### config.mk
export PLATFORM = sky130hd
export DESIGN_NAME = pulse_period_meter
export DESIGN_NICKNAME = d
export VERILOG_FILES = /design/src/rtl/pulse_period_meter.sv
export SDC_FILE = /design/constraint.sdc
export NUM_CORES = 1
export LEC_CHECK = 0
export ABC_AREA = 1
export BUFFER_PORTS_ARGS = -buffer_cell sky130_fd_sc_hd__buf_2
export CELL_PAD_IN_SITES_DETAIL_PLACEMENT = 2
export CELL_PAD_IN_SITES_GLOBAL_PLACEMENT = 2
export CORE_MARGIN = 3
export CORE_UTILIZATION = 37
export CTS_CLUSTER_SIZE = 16
export DETAILED_ROUTE_END_ITERATION = 12
export PLACE_DENSITY_LB_ADDON = 0.1
export SLEW_MARGIN = 30
export SYNTH_ARGS = -nofsm -noshare
export SYNTH_HDL_FRONTEND = slang
export SYNTH_SLANG_ARGS = --single-unit
### constraint.sdc
create_clock -name CLK -period 4.5 [get_ports CLK]
set_input_delay 0.675 -clock CLK [delete_from_list [all_inputs] [get_ports CLK]]
set_output_delay 0.675 -clock CLK [all_outputs]
set_load 0.05 [all_outputs]
### src/rtl/pulse_period_meter.sv
// rtl/pulse_period_meter.sv - rising-edge period / high-time meter with valid/ready result and overrun/timeout flags
//
// Measures the distance between consecutive rising edges of IN, and how many
// of those cycles IN was high, and hands each finished measurement to a
// downstream consumer through a one-deep valid/ready output register.
//
// Parameters
//   CNT_W     width of the period / high-time counters and result outputs
//   TIMEOUT   cycles without a rising edge before TIMEOUT_O is raised (0 = off)
//
// Ports
//   CLK        in   clock, rising edge
//   RST        in   asynchronous active-low reset
//   IN         in   measured waveform, synchronous to CLK
//   EN         in   measurement enable; low returns to IDLE and clears flags
//   PERIOD     out  cycles between two consecutive rising edges
//   HIGH       out  cycles IN was high within that period
//   VALID      out  PERIOD/HIGH hold an unconsumed result
//   READY      in   consumer accepts the result
//   OVERRUN    out  sticky: a result was dropped because the last one was unread
//   TIMEOUT_O  out  level: no rising edge within TIMEOUT cycles

module pulse_period_meter #(
  parameter int CNT_W   = 16,
  parameter int TIMEOUT = 1000
) (
  input  logic             CLK,
  input  logic             RST,
  input  logic             IN,
  input  logic             EN,
  output logic [CNT_W-1:0] PERIOD,
  output logic [CNT_W-1:0] HIGH,
  output logic             VALID,
  input  logic             READY,
  output logic             OVERRUN,
  output logic             TIMEOUT_O
);

  localparam logic [CNT_W-1:0] CNT_MAX     = '1;
  localparam logic [CNT_W-1:0] CNT_ONE     = CNT_W'(1);
  localparam logic [CNT_W-1:0] TIMEOUT_CNT = CNT_W'(TIMEOUT);
  localparam logic             TIMEOUT_EN  = (TIMEOUT != 0);

  typedef enum logic [1:0] {
    S_IDLE    = 2'd0,
    S_ARM     = 2'd1,
    S_MEASURE = 2'd2
  } state_t;

  state_t           state_q,    state_d;
  logic             in_q,       in_d;
  logic [CNT_W-1:0] per_cnt_q,  per_cnt_d;
  logic [CNT_W-1:0] high_cnt_q, high_cnt_d;
  logic [CNT_W-1:0] period_q,   period_d;
  logic [CNT_W-1:0] high_q,     high_d;
  logic             valid_q,    valid_d;
  logic             overrun_q,  overrun_d;
  logic             timeout_q,  timeout_d;

  logic rise;
  logic capture;

  always_comb begin
    state_d    = state_q;
    in_d       = IN;
    per_cnt_d  = per_cnt_q;
    high_cnt_d = high_cnt_q;
    period_d   = period_q;
    high_d     = high_q;
    valid_d    = valid_q;
    overrun_d  = overrun_q;
    timeout_d  = timeout_q;
    capture    = 1'b0;

    // Edge seen in the same cycle IN is first sampled high.
    rise = IN & ~in_q;

    if (!EN) begin
      state_d    = S_IDLE;
      per_cnt_d  = '0;
      high_cnt_d = '0;
      overrun_d  = 1'b0;
      timeout_d  = 1'b0;
    end else begin
      case (state_q)
        S_IDLE: begin
          per_cnt_d  = '0;
          high_cnt_d = '0;
          state_d    = S_ARM;
        end

        S_ARM: begin
          // The first edge only opens a measurement window.
          if (rise) begin
            state_d    = S_MEASURE;
            per_cnt_d  = CNT_ONE;
            high_cnt_d = CNT_ONE;
            timeout_d  = 1'b0;
          end
        end

        S_MEASURE: begin
          // A rise beats a coincident timeout: the window closed in time.
          if (rise) begin
            capture    = 1'b1;
            per_cnt_d  = CNT_ONE;
            high_cnt_d = CNT_ONE;
            timeout_d  = 1'b0;
          end else if (TIMEOUT_EN && (per_cnt_q == TIMEOUT_CNT)) begin
            state_d    = S_ARM;
            per_cnt_d  = '0;
            high_cnt_d = '0;
            timeout_d  = 1'b1;
          end else begin
            // Saturate instead of wrapping so overlong periods read as max.
            if (per_cnt_q != CNT_MAX) begin
              per_cnt_d = per_cnt_q + CNT_ONE;
            end
            if (IN && (high_cnt_q != CNT_MAX)) begin
              high_cnt_d = high_cnt_q + CNT_ONE;
            end
          end
        end

        default: begin
          state_d = S_IDLE;
        end
      endcase
    end

    // One-deep result register: an unread result is never overwritten.
    if (capture) begin
      if (!valid_q || READY) begin
        period_d = per_cnt_q;
        high_d   = high_cnt_q;
        valid_d  = 1'b1;
      end else begin
        overrun_d = 1'b1;
      end
    end else if (valid_q && READY) begin
      valid_d = 1'b0;
    end
  end

  always_ff @(posedge CLK or negedge RST) begin
    if (!RST) begin
      state_q    <= S_IDLE;
      in_q       <= 1'b0;
      per_cnt_q  <= '0;
      high_cnt_q <= '0;
      period_q   <= '0;
      high_q     <= '0;
      valid_q    <= 1'b0;
      overrun_q  <= 1'b0;
      timeout_q  <= 1'b0;
    end else begin
      state_q    <= state_d;
      in_q       <= in_d;
      per_cnt_q  <= per_cnt_d;
      high_cnt_q <= high_cnt_d;
      period_q   <= period_d;
      high_q     <= high_d;
      valid_q    <= valid_d;
      overrun_q  <= overrun_d;
      timeout_q  <= timeout_d;
    end
  end

  assign PERIOD    = period_q;
  assign HIGH      = high_q;
  assign VALID     = valid_q;
  assign OVERRUN   = overrun_q;
  assign TIMEOUT_O = timeout_q;

endmodule

==> run summary <==
For the number of failing hold endpoints at the final stage, the log shows 0. The floorplan die width was 109 um. The synthesized netlist contains 33 unique library cells. The mapped netlist covers 3940 um^2. The count of buffers added on input and output ports is 39. The worst setup path is launched from a flip-flop. The number of global-route vias before repair was 3984; the vertical die dimension was 109 um. For the number of antenna cells inserted, the log shows 0. Setup repair after global routing left no endpoint under its margin.

The tools report the sequential area share after synthesis as 44.5%. Yosys attributes the largest share of cell area to sky130_fd_sc_hd__dfrtp_1 45%, sky130_fd_sc_hd__nand2_1 16%, sky130_fd_sc_hd__inv_1 6.3%. STA puts the critical path data arrival time at 2920 ps. Share of final-layout standard cells stronger than drive strength 1: 14.9%.

For this run, design rule violations remaining after detail routing come to 0. The post-synthesis async set-or-reset flop share came out at 100%. The per-cell via count in the routed design was 5.09. In this run the power density over the cells is 364 nW/um^2.

After clock tree synthesis, the clock-pin slew on the worst setup and hold paths is 80 ps. Total design power: 1.59 mW. The critical path class was flip-flop to flip-flop. Counting flops with a built-in enable in the synthesized netlist gives 0. In this design, the stage delay of the slowest critical-path cell is 580 ps.

The worst path in the final design needs a cycle of 2670 ps, including I/O delays and setup. Headroom to the max-slew limit came out at 51.2%. For the global routing usage on met3, the log shows 3.37%. The die covers 11900 um^2. The floorplan core area is 10300 um^2, and the clock latency at the later pin of the worst-skew pair is 360 ps. The total count of max-transition violations in the final report was 0. The run gives 1236 as the filler cell count. The number of top-level pins was 40; the number of antenna violations at the first check in global routing was 0. Summed over all failing endpoints, the final setup total negative slack is 0 ps. STA puts the critical path data required time at 4750 ps.

The path class of the tightest hold or removal check is primary input to async pin. TritonCTS built the clock tree. The startpoint identified for the worst register-to-register timing path is state_q[0]$_DFFE_PN0P_. After clock tree synthesis, the setup repair step added 0 buffers. Summed over its instances, the top area cell type makes up 44.5% of the synthesized netlist area.

The flow ran to the end, and the final reports show no timing, DRC or antenna violations. Slowest stage cell on the critical path: sky130_fd_sc_hd__clkinv_2. In this run the most used layer during global routing was met2. For the length of the first detailed-routing pass in iterations, the log shows 4.

The tree built by TritonCTS fans out to 70 sinks. The first routing iteration left 170 violations. The clock tree synthesis step divided the H-tree into 3 levels. Wires add up to 12500 um. The congestion estimate from routability-driven global placement came to 0.840.

The worst register-to-register path has a depth of 8. The met1 demand-to-capacity share in global routing was 30.6%. The logs give 544 for the post-synthesis net count and 7.61 ps for the setup skew after layout. Static leakage power: 2.24 nW. The via count came out at 3592. Once the floorplan was initialized, standard cells occupied 38.1% of the core.

No sink is reached through more buffers than the 2 on the longest clock path. Counting flops and latches in the post-synthesis netlist gives 70. In the final design database the tool counted 578 nets.

In this run, post-CTS repair resized a total of 0 instances. Max-cap violations in this run came to 0. The synthesized design spends more area on one cell type than any other, namely sky130_fd_sc_hd__dfrtp_1. Of all nets on the critical path, the largest fanout is 61.

At the placement stage, the worst setup path has a slack of 2110 ps. Summed over all nets, the half-perimeter wirelength after detailed placement is 8970 um. Synthesized netlist cell count: 532. The root buffer cell chosen for the clock tree is sky130_fd_sc_hd__clkbuf_8. The transition time of the tightest slew-check pin works out to 731 ps.

The average cell area after synthesis works out to 7.40 um^2. The number of buffers created by CTS is 9. In the global route stage, overall resource usage came out at 22.6%.

The worst path uses 59.4% of the clock period. Traced cell by cell, the critical path runs through inv_1 > ha_1 > inv_1 > nor3_2 > inv_2 > nor2_4 > clkinv_2 > o21ai_0. The tools report the largest voltage drop on the vdd net as 0.213 mV.

The pin count of the biggest net entering global routing was 71; the signed area change from the synthesized netlist to the final layout was 11.2%. Summed over all layers, the global routing overflow is 0. Together, buffers and inverters on the worst path number 4. The first global-routing pass estimated 20800 um of wire. The cell family contributing the most delay on the critical path is buffers and inverters. The slack of the worst reg-to-reg path was 1830 ps. The count of nets left with antenna violations after detail routing is 0. The tools report the number of placement rows as 37. The capture instance of the worst register-to-register path was HIGH[10]$_DFFE_PN0P_. Timing would allow up to 374 MHz. The met2 usage in global routing was 37.5%. The cell that appears most often on the critical path is sky130_fd_sc_hd__inv_1.

The run gives 0 as the number of warnings reported in the yosys synthesis log. Once routing completed, OpenROAD measured the worst setup slack at 1830 ps. The number of failing setup endpoints in the final timing report was 0. Dominant synthesized flop cell: sky130_fd_sc_hd__dfrtp_1. Hold repair after CTS inserted 0 buffers. The final routed wire length divided by cell count came out at 17.6 um.

STA classifies the critical path endpoint as a flip-flop.
-- Yosys cell counts (3+ instances only) --
cell type	count
sky130_fd_sc_hd__nor2_4	3
sky130_fd_sc_hd__nand3_1	42
sky130_fd_sc_hd__xor2_1	5
sky130_fd_sc_hd__buf_4	3
sky130_fd_sc_hd__inv_1	66
sky130_fd_sc_hd__o21ai_0	36
sky130_fd_sc_hd__nand2_4	3
sky130_fd_sc_hd__nor2_2	5
sky130_fd_sc_hd__nor3_1	8
sky130_fd_sc_hd__a21oi_1	6
sky130_fd_sc_hd__o21ai_1	9
sky130_fd_sc_hd__dfrtp_1	70
sky130_fd_sc_hd__inv_2	8
sky130_fd_sc_hd__buf_2	5
sky130_fd_sc_hd__nor2_1	47
sky130_fd_sc_hd__nand2_1	166
sky130_fd_sc_hd__clkbuf_1	5
sky130_fd_sc_hd__o21ai_2	5
sky130_fd_sc_hd__buf_6	3
sky130_fd_sc_hd__nand4_1	12
sky130_fd_sc_hd__nand2_2	5
sky130_fd_sc_hd__ha_1	7
-- metal layers --
layer  share of wire, %  vias up
li1                   -     1730
met1                 48     1795
met2                 48       52
met3                2.7       15
met4                1.1        0
met5                  0        -
-- worst max-delay path by stage --
| stage | start | to | slack (ps) | depth (start not counted) |
|---|---|---|---|---|
| 2_1_floorplan | EN | high_cnt_q[9]$_DFFE_PN0P_ | 2740 | 11 |
| 3_3_place_gp | state_q[0]$_DFFE_PN0P_ | PERIOD[7]$_DFFE_PN0P_ | 2260 | 9 |
| 3_5_place_dp | state_q[0]$_DFFE_PN0P_ | PERIOD[2]$_DFFE_PN0P_ | 2110 | 9 |
| 4_1_cts | state_q[0]$_DFFE_PN0P_ | PERIOD[2]$_DFFE_PN0P_ | 2080 | 9 |
| 5_1_grt | state_q[0]$_DFFE_PN0P_ | HIGH[10]$_DFFE_PN0P_ | 1420 | 8 |
| 6_report | state_q[0]$_DFFE_PN0P_ | HIGH[10]$_DFFE_PN0P_ | 1830 | 8 |
-- logic make-up after synthesis --
| group | share of synthesized area, % |
|---|---|
| buf+inv | 9.85 |
| xor+xnor | 1.34 |
| compound gates | 8.61 |
| flops | 44.5 |
| simple gates | 33.5 |
| fa+ha+maj | 2.22 |
-- flip-flops by register name, indices dropped and copies added, names as in the netlist --
signal,cells
HIGH,16
TIMEOUT_O,1
high_cnt_q,16
state_q,2
OVERRUN,1
PERIOD,16
VALID,1
in_q,1
per_cnt_q,16
-- area by class of cell --
class	count	area, um^2	share of cell area, %
Multi-Input combinational cell	370	1800	41.1
Sequential cell	70	1750	40.0
Inverter	76	289	6.60
Timing Repair Buffer	39	201	4.60
Tap cell	136	170	3.89
Clock buffer	14	163	3.72
Clock inverter	1	5.00	0.114
-- report_power, final --
part | switching, mW | internal (mW)
logic | 0.339 | 0.0977
clock network | 0.245 | 0.228
registers | 0.0309 | 0.651
total | 0.615 | 0.976
-- worst reg2reg max path, delay by kind of cell (launching register included) --
kind	cells	cell delay, ps
buf+inv	4	930
compound gates	1	450
flops	1	420
fa+ha+maj	1	380
simple gates	2	370
-- metrics by stage --
stage,utilization (%),hold WS (ps),area (um^2),std cells
after global routing,42.4,373,4380,706
after detailed placement,40.7,464,4200,691
after global placement,40.7,452,4200,691
after CTS,42.3,470,4370,706
final,42.4,330,4380,706
after floorplan,-,379,3940,532
-- cells in the final DEF (no fill, tap or decap), drive strengths merged --
| master | instances |
|---|---|
| a21oi | 7 |
| buf | 39 |
| clkbuf | 14 |
| clkinv | 3 |
| dfrtp | 70 |
| ha | 7 |
| inv | 74 |
| nand2 | 175 |
| nand3 | 43 |
| nand3b | 1 |
| nand4 | 12 |
| nor2 | 55 |
| nor3 | 9 |
| nor3b | 2 |
| o211ai | 2 |
| o21ai | 50 |
| o311ai | 1 |
| xnor2 | 1 |
| xor2 | 5 |
(Power assumes the default switching activity.)
